`config.mk`:
```
export PLATFORM = sky130hd
export DESIGN_NAME = controle_servo_rampa
export DESIGN_NICKNAME = d
export VERILOG_FILES = /design/src/rtl/controle_servo_rampa_pkg.sv /design/src/rtl/contador_periodo.sv /design/src/rtl/controle_servo_rampa.sv
export SDC_FILE = /design/constraint.sdc
export NUM_CORES = 1
export LEC_CHECK = 0
export CAP_MARGIN = 20
export CORE_MARGIN = 3
export CORE_UTILIZATION = 30
export DETAILED_ROUTE_END_ITERATION = 10
export DONT_BUFFER_PORTS = 1
export GPL_TIMING_DRIVEN = 0
export PLACE_DENSITY = 0.49
export SYNTH_ARGS = -nofsm -noshare
export SYNTH_HDL_FRONTEND = slang
export SYNTH_SLANG_ARGS = --single-unit
```
`constraint.sdc`:
```
create_clock -name clock -period 3.67 [get_ports clock]
set_input_delay 0.5505 -clock clock [delete_from_list [all_inputs] [get_ports clock]]
set_output_delay 0.5505 -clock clock [all_outputs]
set_load 0.03 [all_outputs]
```
`src/rtl/controle_servo_rampa_pkg.sv`:
```
// Purpose : shared servo timing constants and the ramp FSM state encoding.
// Latency : n/a (declarations only).
// Backpressure: n/a.
package controle_servo_rampa_pkg;

    // Defaults for a standard hobby servo clocked at 50 MHz.
    localparam int SERVO_PERIODO_20MS  = 1000000;
    localparam int SERVO_LARGURA_MIN   = 35000;
    localparam int SERVO_LARGURA_PASSO = 10700;

    // PARADO: applied width equals target. RAMPA: still moving toward it.
    typedef enum logic {
        PARADO = 1'b0,
        RAMPA  = 1'b1
    } estado_t;

endpackage

```
`src/rtl/contador_periodo.sv`:
```
// Purpose : free-running modulo-MODULO counter with a last-count strobe, for PWM blocks.
// Latency : cnt advances every clock; fim_periodo is combinational from cnt.
// Backpressure: none; it never stalls.
//
// Ports: clock, reset (async, active-high), cnt (0..MODULO-1), fim_periodo (cnt==MODULO-1).
module contador_periodo #(
    parameter int MODULO = 1000000,
    parameter int W      = $clog2(MODULO + 1)
) (
    input  logic         clock,
    input  logic         reset,
    output logic [W-1:0] cnt,
    output logic         fim_periodo
);

    localparam logic [W-1:0] ULTIMO = W'(MODULO - 1);

    assign fim_periodo = (cnt == ULTIMO);

    always_ff @(posedge clock or posedge reset) begin
        if (reset) begin
            cnt <= '0;
        end else if (fim_periodo) begin
            cnt <= '0;
        end else begin
            cnt <= cnt + W'(1);
        end
    end

endmodule

```
`src/rtl/controle_servo_rampa.sv`:
```
// Purpose : servo PWM whose pulse width is linear in a captured position, updated only at
//           period boundaries, with an optional per-period slew limit and a ready flag.
// Latency : controle lags the period counter by one clock; a load shows on the pulse at the
//           next boundary; pronto drops the cycle after a load that changes the target.
// Backpressure: none; upstream sequences on pronto.
//
// Ports: clock, reset (async, active-high), posicao/carrega (position + load strobe),
//        controle (PWM pin), pronto (width == target), db_* (debug copies of internal state).
module controle_servo_rampa
    import controle_servo_rampa_pkg::*;
#(
    parameter int   CONF_PERIODO  = SERVO_PERIODO_20MS,
    parameter int   POS_BITS      = 3,
    parameter int   LARGURA_MIN   = SERVO_LARGURA_MIN,
    parameter int   LARGURA_PASSO = SERVO_LARGURA_PASSO,
    parameter int   PASSO_RAMPA   = 0,
    localparam int  W             = $clog2(CONF_PERIODO + 1)
) (
    input  logic                clock,
    input  logic                reset,
    input  logic [POS_BITS-1:0] posicao,
    input  logic                carrega,
    output logic                controle,
    output logic                pronto,
    output logic                db_controle,
    output logic [POS_BITS-1:0] db_posicao,
    output logic [W-1:0]        db_largura
);

    // The widest pulse must fit inside the period, otherwise the servo never sees a low phase.
    if (LARGURA_MIN + (2**POS_BITS - 1) * LARGURA_PASSO > CONF_PERIODO) begin : g_chk_largura
        $error("controle_servo_rampa: widest pulse exceeds CONF_PERIODO");
    end

    // A step larger than the period behaves like a direct jump; clamping keeps it within W bits.
    localparam int PASSO_EF = (PASSO_RAMPA > CONF_PERIODO) ? CONF_PERIODO : PASSO_RAMPA;
    localparam logic [W-1:0] PASSO   = W'(PASSO_EF);
    localparam logic [W-1:0] LMIN    = W'(LARGURA_MIN);
    localparam logic [W-1:0] LPASSO  = W'(LARGURA_PASSO);

    logic [W-1:0]        cnt;
    logic                fim_periodo;
    logic [POS_BITS-1:0] pos_reg;
    logic [W-1:0]        largura_atual;
    logic [W-1:0]        largura_alvo;
    logic [W-1:0]        largura_prox;
    estado_t             estado;
    estado_t             estado_prox;

    contador_periodo #(
        .MODULO (CONF_PERIODO),
        .W      (W)
    ) u_contador (
        .clock       (clock),
        .reset       (reset),
        .cnt         (cnt),
        .fim_periodo (fim_periodo)
    );

    // Bounded by the elaboration check above, so W bits cannot overflow.
    assign largura_alvo = LMIN + W'(pos_reg) * LPASSO;

    // Width the next edge will apply; it only moves on the last count of a period so that
    // no pulse is ever cut short or stretched mid-period.
    always_comb begin
        largura_prox = largura_atual;
        if (fim_periodo) begin
            if (PASSO_EF == 0) begin
                largura_prox = largura_alvo;
            end else if (largura_alvo > largura_atual) begin
                largura_prox = (largura_alvo - largura_atual > PASSO) ?
                               largura_atual + PASSO : largura_alvo;
            end else if (largura_alvo < largura_atual) begin
                largura_prox = (largura_atual - largura_alvo > PASSO) ?
                               largura_atual - PASSO : largura_alvo;
            end
        end
    end

    // Judged against the post-update width so a boundary that lands exactly on the target
    // returns to PARADO on that same edge.
    always_comb begin
        estado_prox = estado;
        case (estado)
            PARADO:  if (largura_prox != largura_alvo) estado_prox = RAMPA;
            RAMPA:   if (largura_prox == largura_alvo) estado_prox = PARADO;
            default: estado_prox = PARADO;
        endcase
    end

    always_ff @(posedge clock or posedge reset) begin
        if (reset) begin
            estado        <= PARADO;
            pos_reg       <= '0;
            largura_atual <= LMIN;
            controle      <= 1'b0;
        end else begin
            estado        <= estado_prox;
            largura_atual <= largura_prox;
            controle      <= (cnt < largura_atual);
            if (carrega) begin
                pos_reg <= posicao;
            end
        end
    end

    assign pronto      = (estado == PARADO);
    assign db_controle = controle;
    assign db_posicao  = pos_reg;
    assign db_largura  = largura_atual;

endmodule

```
==> results_dict.tcl <==
set metrics [dict create \
    finalNonFillerCells 509 \
    finalClockSkew_ps 7.87 \
    nets 408 \
    viasPerCell 4.88 \
    slew_violations 0 \
    place_area_um2 3580 \
    crit_type "reg -> reg" \
    crit_slowest_cell "dfrtp_4" \
    fin_crit_sh 0.974 \
    cts_tree "built" \
    hold_class "in -> async" \
    required_ps 3810 \
    yosysSeqAreaShare 0.335 \
    stdcell_area_um2 3870 \
    drc 0 \
    synth_edf_count 0 \
    die_h_um 112 \
    wl_mm 8.05 \
    critical_path.max_stage_delay_ps 580 \
    first_iter_violations 79 \
    fmax_mhz 280 \
    synth_top_area_share 0.288 \
    antenna_found_initial 0 \
    min_period_ps 3570 \
    rows 38 \
    grt_overflow_total 0 \
    ys_async_sr_fraction 1.00 \
    startpoint_type "flop" \
    timing.slew.headroom 0.605 \
    dr.pass1.iters 4 \
    critPathArrivalTime_ps 3710 \
    synth_cells 356 \
    insertion_delay_ps 290 \
    die_w_um 112 \
    cts.sinks 45 \
    grt_usage 0.131 \
    routed-via-count 2482 \
    io_pins 32 \
    grt_pass1_wl_mm 13.3 \
    n_antenna_cell 0 \
    gp_congestion 0.793 \
    peakVddDrop_uv 241 \
    synthTopCellsByArea "dfrtp_1, ha_1, xnor2_1" \
    synth.avg_cell_area_um2 9.51 \
    p_leak_nw 1.71 \
    status "finished, final reports clean" \
    drive_gt1_frac 0.149 \
    nFillCells 1152 \
    p_per_area_nw_per_um2 374 \
    holdWs_ps 86.5 \
    ant_nets 0 \
    worst_slack_ps 97.1 \
    grt_max_degree 34 \
    synth_top_area_cell "dfrtp_1" \
    synth_top_cells_by_count "dfrtp_1, nand2_1, ha_1, inv_1, nor2_1" \
    dp_cells 497 \
    synth-seq-cells 45 \
    root_buffer "clkbuf_16" \
    ys.flop_type "dfrtp_1" \
    rsz0062_at_grt "false" \
    hpwl_mm 6.21 \
    fin_util 0.354 \
    cts_buffer_depth 2 \
    cp-end-kind "flop" \
    yosysUniqueCellTypes 59 \
    worst_pin_slew_ps 588 \
    numCtsBuffers 5 \
    start_util 0.309 \
    place_ws_ps -409 \
    yosys_warnings 0 \
    h-tree-depth 2 \
    port_buffers 0 \
    wl_per_cell_um 15.8 \
    grt_pass1_vias 2577 \
    setup_violations 0 \
    hold_viol 0 \
    yosysMostFrequentCell "dfrtp_1" \
    clk_pin_slew_worst_paths_ps 70 \
    syn_nets 396 \
    syn_area_um2 3380 \
    area_growth_pct 14.3 \
    worstPathCellList "fa_1 > ha_2 > and3b_1 > a211o_1 > a31oi_4 > a21oi_4 > xnor3_1 > nor4b_2 > o2111a_1 > a41oi_2" \
    die_area_um2 12600 \
    path_max_fanout 8 \
    core_area_um2 10900 \
    drv_cap 0 \
]
[cell usage in the layout (no fill, tap or decap), drive strengths merged, types with 20 or more instances in the layout]
| cell type | instances |
|---|---|
| dfrtp | 39 |
| nand2 | 33 |
| inv | 32 |
| ha | 32 |
| nor2 | 29 |
| o21ai | 25 |
| xnor2 | 24 |
| xor2 | 20 |
[routing by layer]
| metal | wire length (um) | part of all wire | up-vias | track usage |
|---|---|---|---|---|
| met2 | 3940 | 0.49 | 28 | 0.219 |
| met4 | 111 | 0.014 | 0 | 0.0329 |
| met1 | 3770 | 0.47 | 1187 | 0.176 |
| li1 | - | - | 1260 | - |
| met5 | 0 | 0 | - | 0 |
| met3 | 229 | 0.028 | 7 | 0.0248 |
[registers in the layout, indices dropped and copies added (netlist names)]
name,cells
db_largura,20
u_contador.cnt,20
controle,1
estado,1
db_posicao,3
[where the power goes]
part / internal, W / switching [W] / leakage, nW
combinational: 0.000185 / 0.000218 / 1.05
clock: 0.000340 / 0.000188 / 0.0841
sequential: 0.000500 / 0.0000163 / 0.578
[area by class of cell]
cell class | instances | area [um2] | share of cell area
repair buffers | 5 | 43.8 | 0.0113
flip-flops and latches | 45 | 1140 | 0.295
clock inverters | 1 | 30.0 | 0.00776
multi-input cells | 270 | 2160 | 0.559
clock buffers | 7 | 143 | 0.0369
inverters | 32 | 120 | 0.0310
well taps | 140 | 175 | 0.0453
plain buffers | 9 | 53.8 | 0.0139
[what timing repair did]
item | CTS | global route
buffers inserted | 1 | 3
endpoints found under the setup margin | 5 | 3
cloned | 0 | 0
gates resized for setup | 12 | 9
hold buffers | 0 | 0
pin swaps | 0 | 4
[cell families after synthesis]
group | Yosys count | synth area share
adders and majority gates | 34 | 0.130
muxes | 1 | 0.00296
AOI/OAI and AO/OA | 72 | 0.162
DFF | 45 | 0.335
and+or+nand+nor | 113 | 0.162
xor gates and xnor gates | 50 | 0.156
buffers and inverters | 41 | 0.0514
[critical path: cells and delay by family, from the launching register on]
| family | cells | cell delay (ps) |
|---|---|---|
| xor gates and xnor gates | 1 | 370 |
| adders and majority gates | 2 | 910 |
| and+or+nand+nor | 2 | 500 |
| DFF | 1 | 580 |
| AOI/OAI and AO/OA | 5 | 1050 |
[per-stage QoR]
stage / setup TNS [ps] / total power, W
after floorplan: 0 / 0.000812
after CTS: 0 / 0.00143
after detailed placement: -1130 / 0.000877
after global placement: -1270 / 0.000874
final: 0 / 0.00145
after global routing: 0 / 0.00152
[final timing paths]
path	startpoint	end	slack (ps)	cells after the start
max in group asynchronous	reset	db_largura[15]	3030	2
worst max-delay path	db_posicao[0]	estado	100	10
min in group clock	carrega	db_posicao[1]	350	1
worst min-delay path	reset	u_contador.cnt[19]	90	1
worst max register to register	db_posicao[0]	estado	100	10
worst min register to register	u_contador.cnt[0]	u_contador.cnt[0]	500	1
Power figures use the tool's default switching activity.
